## src/rtl/dmem_arbiter_if.sv

```systemverilog
// Signal bundle between the MEM stage, the external loader/debug port and the
// single-port data memory, as seen around dmem_arbiter.
interface dmem_arbiter_if;
    logic        p_memread;
    logic        p_memwrite;
    logic [31:0] p_addr;
    logic [31:0] p_wdata;
    logic        p_stall;
    logic [31:0] p_rdata;

    logic        x_req;
    logic        x_we;
    logic [31:0] x_addr;
    logic [31:0] x_wdata;
    logic        x_ack;
    logic [31:0] x_rdata;

    logic [31:0] m_addr;
    logic [31:0] m_wdata;
    logic        m_read;
    logic        m_write;
    logic [31:0] m_rdata;

    // Arbiter side.
    modport slave (
        input  p_memread, p_memwrite, p_addr, p_wdata,
        output p_stall, p_rdata,
        input  x_req, x_we, x_addr, x_wdata,
        output x_ack, x_rdata,
        output m_addr, m_wdata, m_read, m_write,
        input  m_rdata
    );

    // Requester and memory side.
    modport master (
        output p_memread, p_memwrite, p_addr, p_wdata,
        input  p_stall, p_rdata,
        output x_req, x_we, x_addr, x_wdata,
        input  x_ack, x_rdata,
        input  m_addr, m_wdata, m_read, m_write,
        output m_rdata
    );
endinterface

```

## src/rtl/dmem_arbiter.sv

```systemverilog
// Shares one single-port data memory between the pipeline MEM stage and an
// external loader/debug port; the pipeline has priority unless the port starves.
module dmem_arbiter #(
    parameter int WAIT_CYCLES  = 2,
    parameter int STARVE_LIMIT = 8
) (
    input  logic          clk,
    input  logic          rst_n,
    dmem_arbiter_if.slave bus
);
    localparam int WC_W = (WAIT_CYCLES > 0) ? $clog2(WAIT_CYCLES + 1) : 1;
    localparam int SC_W = (STARVE_LIMIT > 0) ? $clog2(STARVE_LIMIT + 1) : 1;
    localparam logic [WC_W-1:0] WAIT_INIT  = WC_W'(WAIT_CYCLES);
    localparam logic [SC_W-1:0] STARVE_MAX = SC_W'(STARVE_LIMIT);

    typedef enum logic [2:0] {IDLE, P_ACC, P_DONE, X_ACC, X_DONE} state_t;

    state_t          state_q, state_d;
    logic [WC_W-1:0] wait_cnt;
    logic [SC_W-1:0] starve_cnt;
    logic            acc_we;
    logic            m_read_q;
    logic [31:0]     m_addr_q, m_wdata_q;
    logic [31:0]     p_rdata_q, x_rdata_q;

    logic p_req, grant_p, grant_x, in_acc, last_cycle;
    logic p_stall_c, x_ack_c, m_write_c;

    always_comb begin
        // NOTE: every always_comb output is given a default first, so no path
        // through the case can leave it unassigned and infer a latch.
        state_d    = state_q;
        grant_p    = 1'b0;
        grant_x    = 1'b0;
        p_stall_c  = 1'b0;
        x_ack_c    = 1'b0;
        p_req      = bus.p_memread | bus.p_memwrite;
        in_acc     = (state_q == P_ACC) || (state_q == X_ACC);
        last_cycle = (wait_cnt == '0);

        case (state_q)
            IDLE: begin
                grant_x   = bus.x_req && (!p_req || starve_cnt == STARVE_MAX);
                grant_p   = p_req && !grant_x;
                p_stall_c = p_req;
                if (grant_x)      state_d = X_ACC;
                else if (grant_p) state_d = P_ACC;
            end
            P_ACC: begin
                p_stall_c = 1'b1;
                if (last_cycle) state_d = P_DONE;
            end
            // One stall-free cycle lets the pipeline advance before any new grant.
            P_DONE: state_d = IDLE;
            X_ACC: begin
                p_stall_c = p_req;
                if (last_cycle) state_d = X_DONE;
            end
            X_DONE: begin
                p_stall_c = p_req;
                x_ack_c   = 1'b1;
                state_d   = IDLE;
            end
            default: state_d = IDLE;
        endcase

        // A single write strobe, in the last cycle of the access.
        m_write_c = in_acc && acc_we && last_cycle;
    end

    always_ff @(posedge clk or negedge rst_n) begin
        if (!rst_n) begin
            // NOTE: the datapath registers are reset as well, so the memory sees
            // a zero address, zero data and no strobes while reset is held.
            state_q    <= IDLE;
            wait_cnt   <= '0;
            starve_cnt <= '0;
            acc_we     <= 1'b0;
            m_read_q   <= 1'b0;
            m_addr_q   <= '0;
            m_wdata_q  <= '0;
            p_rdata_q  <= '0;
            x_rdata_q  <= '0;
        end else begin
            // NOTE: sequential state uses non-blocking assignments so every
            // register samples the pre-edge values of its neighbours.
            state_q <= state_d;

            if (grant_x) begin
                starve_cnt <= '0;
            end else if (bus.x_req && state_q != X_ACC && state_q != X_DONE
                         && starve_cnt != STARVE_MAX) begin
                starve_cnt <= starve_cnt + 1'b1;
            end

            if (grant_x || grant_p) begin
                m_addr_q  <= grant_x ? bus.x_addr  : bus.p_addr;
                m_wdata_q <= grant_x ? bus.x_wdata : bus.p_wdata;
                acc_we    <= grant_x ? bus.x_we    : bus.p_memwrite;
                m_read_q  <= grant_x ? !bus.x_we   : !bus.p_memwrite;
                wait_cnt  <= WAIT_INIT;
            end else if (in_acc) begin
                if (last_cycle) begin
                    m_read_q <= 1'b0;
                    if (!acc_we && state_q == P_ACC) p_rdata_q <= bus.m_rdata;
                    if (!acc_we && state_q == X_ACC) x_rdata_q <= bus.m_rdata;
                end else begin
                    wait_cnt <= wait_cnt - 1'b1;
                end
            end
        end
    end

    assign bus.p_stall = p_stall_c;
    assign bus.p_rdata = p_rdata_q;
    assign bus.x_ack   = x_ack_c;
    assign bus.x_rdata = x_rdata_q;
    assign bus.m_addr  = m_addr_q;
    assign bus.m_wdata = m_wdata_q;
    assign bus.m_read  = m_read_q;
    assign bus.m_write = m_write_c;
endmodule

```

## src/flat_wrapper.sv

```systemverilog
// flat-port wrapper written by rule: the top's interface ports become plain ports
module dmem_arbiter_flat 
#(
    parameter int WAIT_CYCLES  = 2,
    parameter int STARVE_LIMIT = 8
)
  (clk, rst_n, bus_p_memread, bus_p_memwrite, bus_p_addr, bus_p_wdata, bus_p_stall, bus_p_rdata, bus_x_req, bus_x_we, bus_x_addr, bus_x_wdata, bus_x_ack, bus_x_rdata, bus_m_addr, bus_m_wdata, bus_m_read, bus_m_write, bus_m_rdata);
  dmem_arbiter_if bus_i ();
  input  logic clk;
  input  logic rst_n;
  input wire logic [$bits(bus_i.p_memread)-1:0] bus_p_memread;
  input wire logic [$bits(bus_i.p_memwrite)-1:0] bus_p_memwrite;
  input wire logic [$bits(bus_i.p_addr)-1:0] bus_p_addr;
  input wire logic [$bits(bus_i.p_wdata)-1:0] bus_p_wdata;
  output wire logic [$bits(bus_i.p_stall)-1:0] bus_p_stall;
  output wire logic [$bits(bus_i.p_rdata)-1:0] bus_p_rdata;
  input wire logic [$bits(bus_i.x_req)-1:0] bus_x_req;
  input wire logic [$bits(bus_i.x_we)-1:0] bus_x_we;
  input wire logic [$bits(bus_i.x_addr)-1:0] bus_x_addr;
  input wire logic [$bits(bus_i.x_wdata)-1:0] bus_x_wdata;
  output wire logic [$bits(bus_i.x_ack)-1:0] bus_x_ack;
  output wire logic [$bits(bus_i.x_rdata)-1:0] bus_x_rdata;
  output wire logic [$bits(bus_i.m_addr)-1:0] bus_m_addr;
  output wire logic [$bits(bus_i.m_wdata)-1:0] bus_m_wdata;
  output wire logic [$bits(bus_i.m_read)-1:0] bus_m_read;
  output wire logic [$bits(bus_i.m_write)-1:0] bus_m_write;
  input wire logic [$bits(bus_i.m_rdata)-1:0] bus_m_rdata;
  assign bus_i.p_memread = bus_p_memread;
  assign bus_i.p_memwrite = bus_p_memwrite;
  assign bus_i.p_addr = bus_p_addr;
  assign bus_i.p_wdata = bus_p_wdata;
  assign bus_p_stall = bus_i.p_stall;
  assign bus_p_rdata = bus_i.p_rdata;
  assign bus_i.x_req = bus_x_req;
  assign bus_i.x_we = bus_x_we;
  assign bus_i.x_addr = bus_x_addr;
  assign bus_i.x_wdata = bus_x_wdata;
  assign bus_x_ack = bus_i.x_ack;
  assign bus_x_rdata = bus_i.x_rdata;
  assign bus_m_addr = bus_i.m_addr;
  assign bus_m_wdata = bus_i.m_wdata;
  assign bus_m_read = bus_i.m_read;
  assign bus_m_write = bus_i.m_write;
  assign bus_i.m_rdata = bus_m_rdata;
  dmem_arbiter #(.WAIT_CYCLES(WAIT_CYCLES), .STARVE_LIMIT(STARVE_LIMIT)) u_core (.clk(clk), .rst_n(rst_n), .bus(bus_i));
endmodule
```

## config.mk

```make
export PLATFORM = sky130hd
export DESIGN_NAME = dmem_arbiter_flat
export DESIGN_NICKNAME = d
export VERILOG_FILES = /design/src/rtl/dmem_arbiter_if.sv /design/src/rtl/dmem_arbiter.sv /design/src/flat_wrapper.sv
export SDC_FILE = /design/constraint.sdc
export NUM_CORES = 1
export LEC_CHECK = 0
export ABC_CLOCK_PERIOD_IN_PS = 5500
export BUFFER_PORTS_ARGS = -buffer_cell sky130_fd_sc_hd__buf_2
export CORE_ASPECT_RATIO = 1.5
export CORE_MARGIN = 5
export CORE_UTILIZATION = 48
export DETAILED_ROUTE_END_ITERATION = 8
export PLACE_DENSITY = 0.84
export SYNTH_ARGS = -nofsm -noshare
export SYNTH_HDL_FRONTEND = slang
export SYNTH_SLANG_ARGS = --single-unit
export TNS_END_PERCENT = 100
```

## constraint.sdc

```tcl
create_clock -name clk -period 5.5 [get_ports clk]
set_clock_uncertainty 0.05 [all_clocks]
set_input_delay 0.825 -clock clk [delete_from_list [all_inputs] [get_ports clk]]
set_output_delay 0.825 -clock clk [all_outputs]
set_load 0.03 [all_outputs]
```

Word level (Yosys, flattened, before mapping)
Index checks and enable logic that the tools add are counted.
{ "word_totals": {"out_inout_bits": 132, "ff_bits": 139, "inputBits": 166, "word_cells": 73} }
{ "classes": {"reduce_logical": 28, "bitwise_logic": 2, "n_eq_ne": 11, "muxes": 21, "add_sub_neg": 2} }
{ "ops": {"columns": ["operator", "n"], "rows": [
  ["two-way mux 32 bit", 2],
  ["two-way mux 3 bit", 4],
  ["logical AND 1 bit", 9],
  ["case mux 3 bit (3 select lines)", 1],
  ["two-way mux 1 bit", 8],
  ["two-way mux 4 bit", 2],
  ["AND reduction 4 bit", 2],
  ["two-way mux 2 bit", 3],
  ["nonzero test 2 bit", 3],
  ["logical NOT 1 bit", 5],
  ["adder 4 x 1 -> 4 bit, second input constant", 1],
  ["equality test 4 bit, second input constant", 1],
  ["inequality test 2 x 1 -> 1 bit, second input constant", 2],
  ["inequality test 4 bit, second input constant", 1],
  ["AND reduction 2 bit", 2],
  ["equality test 3 x 1 -> 1 bit, second input constant", 1],
  ["equality test 3 x 2 -> 1 bit, second input constant", 1],
  ["equality test 3 bit, second input constant", 1],
  ["logical NOT 3 bit", 1],
  ["logical OR 1 bit", 3],
  ["inequality test 3 x 1 -> 1 bit, second input constant", 1],
  ["inequality test 3 x 2 -> 1 bit, second input constant", 1],
  ["inequality test 3 bit, second input constant", 1],
  ["AND reduction 3 bit", 1],
  ["7 further kinds", 7]
]} }

Longest topological paths before layout
{ "depth": {"depth_word": 10, "depth_mapped": 9, "depth_no_buf": 6} }

Worst setup path after synthesis
Ideal clock, no wire load.
{ "synth_path": {"kind": "input -> output", "start": "in bus_p_memwrite", "end": "out bus_p_stall", "slack_ps": 3122, "path_stages": 4, "t_required_ps": 4625, "path_buffers": 0, "arrival_time_ps": 1503, "path_cell_list": "nor2_1 nor2_1 nor2_1 o22ai_1"} }
{ "synth_between": {"elab_chain_cells": 2} }
{ "synth_rtl": {"columns": ["item", "line_no", "text"], "rows": [
  ["start, declared", "flat_wrapper.sv:12", "input wire logic [$bits(bus_i.p_memwrite)-1:0] bus_p_memwrite;"],
  ["bitwise OR 1 bit", "dmem_arbiter.sv:37", "p_req = bus.p_memread | bus.p_memwrite;"],
  ["case mux 1 bit (2 select lines)", "dmem_arbiter.sv:41", "case (state_q)"],
  ["end, declared", "flat_wrapper.sv:15", "output wire logic [$bits(bus_i.p_stall)-1:0] bus_p_stall;"]
]} }
Every way passes these cells.

Final worst setup path
{ "layout_path": {"start": "reg u_core.state_q[1]", "end": "reg u_core.m_wdata_q[12], in the netlist u_core.bus.m_wdata[12]"} }
{ "layout_between": {"elab_chain_cells": 3, "elab_cells_between_ends": 5, "classes_between": "mux (3); reduce/logical (2)"} }
{ "layout_rtl": {"columns": ["item", "line_no", "text"], "rows": [
  ["start, declared", "dmem_arbiter.sv:18", "state_t state_q, state_d;"],
  ["start signal, assigned", "dmem_arbiter.sv:87", "state_q <= state_d;"],
  ["logical NOT 3 bit (*)", "dmem_arbiter.sv:41", null],
  ["two-way mux 1 bit", "dmem_arbiter.sv:41", null],
  ["two-way mux 32 bit / logical OR 1 bit (equally long branches)", "dmem_arbiter.sv:98, dmem_arbiter.sv:96", null],
  ["end signal, assigned", "dmem_arbiter.sv:98", "m_wdata_q <= grant_x ? bus.x_wdata : bus.p_wdata;"],
  ["end, declared", "dmem_arbiter.sv:23", "logic [31:0] m_addr_q, m_wdata_q;"]
]} }
Every way passes the cells marked *; elsewhere a longest branch is shown, timed or not.
A chain may end at the register's enable or synchronous reset.

==> impl_metrics.py <==
metrics = {
    "hold_path": {
        "min-delay-path-class": "input pin to async pin",
    },
    "critical_path": {
        "critPathMaxStageDelay_ns": 0.63,
        "worst-r2r-cell-count": 5,
        "cp_data_required_time_ns": 5.77,
        "cp_max_fo": 45,
        "critPathKind": "flip-flop to flip-flop",
        "timing.critical_path.mode_cell": "sky130_fd_sc_hd__a21oi_1",
        "critical_path.cell_chain": "nor3_1 -> o211a_2 -> buf_4 -> a21oi_1 -> a21oi_1",
        "endpoint_kind": "flip-flop",
        "critPathArrivalTime_ns": 2.93,
        "worst_path_max_delay_cell": "sky130_fd_sc_hd__o211a_2",
        "crit_path_start_kind": "flip-flop",
    },
    "logic_synthesis": {
        "synthesized_flop_and_latch_total": 139,
        "syn_area_per_cell_um2": 10.6,
        "dominantRegCellSynth": "sky130_fd_sc_hd__dfrtp_1",
        "syn_nets": 721,
        "netlist.top_cell.by_area": "sky130_fd_sc_hd__dfrtp_1",
        "synth_sequential_area_ratio_pct": 59.4,
        "yosysTopAreaCellShare_pct": 59.4,
        "synth_cell_type_count": 35,
        "yosys_warnings": 0,
        "ys_async_sr_fraction_pct": 100,
        "syn-cell-area_mm2": 0.00586,
        "synth.most_common_cell": "sky130_fd_sc_hd__dfrtp_1",
        "synthCells": 552,
        "ys_top_cells_by_area": "sky130_fd_sc_hd__dfrtp_1 59%, sky130_fd_sc_hd__mux2_2 12%, sky130_fd_sc_hd__a21oi_1 11%",
        "synth_edf_count": 0,
        "yosys-top-cells-count": "139 x sky130_fd_sc_hd__dfrtp_1, 133 x sky130_fd_sc_hd__a21oi_1, 71 x sky130_fd_sc_hd__nor2_1, 66 x sky130_fd_sc_hd__nand2_1, 63 x sky130_fd_sc_hd__mux2_2",
    },
    "floorplanning": {
        "fp-row-count": 49,
        "initial_core_util_pct": 49.0,
        "die_area_mm2": 0.0146,
        "fp.dieH_um": 145,
        "die_width_um": 100,
        "fp.coreArea_mm2": 0.0120,
        "pin_count": 298,
    },
    "clock_network": {
        "maximum_level_of_the_cts_h_tree": 4,
        "clock_sink_count": 139,
        "cts.repair_timing.setup_buffer_count": 0,
        "postCtsResizedCells": 0,
        "clock_latency_ns": 0.40,
        "post_cts_clock_slew_at_the_launch_and_capture_registers_of_the_worst_setup_and_hold_paths_ns": 0.06,
        "cts_root_buf": "sky130_fd_sc_hd__clkbuf_16",
        "cts-hold-fix-buffers": 0,
        "cts_tree": "yes",
        "clock_tree.buffer_depth": 2,
        "cts_made_buffers": 17,
    },
    "sta": {
        "setup-tns-final_ns": 0,
        "layout_worst_path_cycle_share_pct": 48.4,
        "timing_worst_slew_pin_value_ns": 0.829,
        "holdWs_ns": 0.439,
        "setup_repair_after_global_routing_missed_its_margin": "no",
        "setup_violations": 0,
        "maxClockFrequency_mhz": 376,
        "slew_viol_final": 0,
        "slew_headroom_pct": 44.7,
        "min_period_ns": 2.66,
        "report.final.hold_viol_count": 0,
    },
    "route": {
        "route.final.wire_length_mm": 17.9,
        "post_drt_via_cell_ratio": 5.21,
        "initialDrtViolationCount": 275,
        "first_pass_drt_iterations": 4,
        "remaining_drc_errors": 0,
        "wl_per_cell_um": 17.7,
        "drtAntennaViolNets": 0,
        "vias": 5237,
    },
    "final_layout": {
        "fin_util_pct": 67.5,
        "final_instance_area_mm2": 0.00807,
        "drive_above_1_share_pct": 47.6,
        "layout.nets": 1006,
        "fill_cells": 934,
        "layout-area-overhead-vs-synth_pct": 37.7,
    },
    "power": {
        "cellLeakagePower_nw": 4.11,
        "ir_drop_v": 0.000393,
        "power-per-cell-area_mw_per_mm2": 710,
    },
    "placed_design": {
        "globalplace.congestion": 0.844,
        "portBuffers": 297,
        "dp_hpwl_mm": 13.2,
        "placedInstanceArea_mm2": 0.00744,
    },
    "global_routing": {
        "number_of_global_route_vias_before_repair": 5557,
        "gr-total-overflow": 0,
        "global_route.usage.total_pct": 24.4,
        "grt_first_pass_wirelength_mm": 28.3,
        "antenna_found_initial": 5,
        "largest_net_degree_at_the_start_of_global_routing": 93,
    },
    "outcome": {
        "status": "finished clean",
    },
    "flow_run": {
        "max_cap_violations": 0,
    },
}
[metal layers]
layer / part of all wire (%) / global-route usage, %
met2: 51 / 40.3
met1: 37 / 29.7
met3: 9.5 / 7.59
met4: 2.6 / 9.44
met5: 0.12 / 0
[flip-flops by register name (all words and copies together), names as in the netlist]
signal	cells
u_core.bus.m_addr	32
u_core.bus.m_wdata	32
u_core.bus.p_rdata	32
u_core.bus.x_rdata	32
u_core.starve_cnt	4
u_core.state_q	3
u_core.wait_cnt	2
u_core.acc_we	1
u_core.bus.m_read	1
[layout make-up]
type,count,area [µm²],area share [%]
sequential,139,3480,43.1
multi-input combinational,369,2200,27.3
timing repair buffer,304,1550,19.2
clock buffer,18,439,5.44
tap,153,191,2.37
clock inverter,14,183,2.26
inverter,6,22.5,0.279
antenna,3,7.51,0.0931
[metrics by stage]
step	std cells	setup WS [ns]	power, mW
6_report	1006	2.84	5.72
5_1_grt	1006	2.62	6.08
4_1_cts	1003	2.84	5.77
3_5_place_dp	971	2.72	4.57
3_3_place_gp	971	2.78	4.49
2_1_floorplan	552	3.12	3.71
[cells in the final DEF (no fill, tap or decap), drive strengths merged, types with 2 or more instances in the layout]
cell	netlist	final
diode	0	3
buf	22	304
and3	2	2
mux2	64	64
ha	3	3
nand2	66	66
dfrtp	139	139
nor2	71	71
and3b	2	2
a21oi	133	133
xnor2	2	2
clkinv	0	6
inv	6	11
clkbuf	16	18
o21ai	4	4
nand2b	2	2
nor3	3	3
or3	2	2
bufinv	0	3
o211ai	2	2
[path summary, 6_finish.rpt]
check / start / to / slack, ns
worst max-delay path: u_core.state_q[1] / u_core.bus.m_wdata[12] / 2.84
worst min-delay path: rst_n / u_core.bus.p_rdata[4] / 0.44
worst max register to register: u_core.state_q[1] / u_core.bus.m_wdata[12] / 2.84
worst min register to register: u_core.bus.p_rdata[1] / u_core.bus.p_rdata[1] / 0.45
max in group asynchronous: rst_n / u_core.bus.x_rdata[20] / 3.77
min in group clk: u_core.bus.p_rdata[1] / u_core.bus.p_rdata[1] / 0.45
[where the power goes]
group	internal (mW)	total, mW	switching (mW)
Clock	0.736	1.18	0.445
Combinational	0.878	2.72	1.85
Sequential	1.54	1.82	0.281
[cells by family (layout without fill, tap and decap cells)]
group / Yosys count / in the layout / share of synthesized area, %
xor+xnor: 2 / 2 / 0.299
fa+ha+maj: 3 / 3 / 0.641
simple gates: 153 / 153 / 10.8
buf+inv: 44 / 342 / 3.46
mux: 65 / 65 / 12.5
flops: 139 / 139 / 59.4
compound gates: 146 / 146 / 13.0
other cells: 0 / 3 / 0
[worst max-delay path: cells and delay by family, from the launching register on]
kind	cells	cell delay, ns
AOI/OAI and AO/OA	3	0.96
DFF	1	0.48
and+or+nand+nor	1	0.54
buffers and inverters	1	0.51
(Power assumes the default switching activity.)
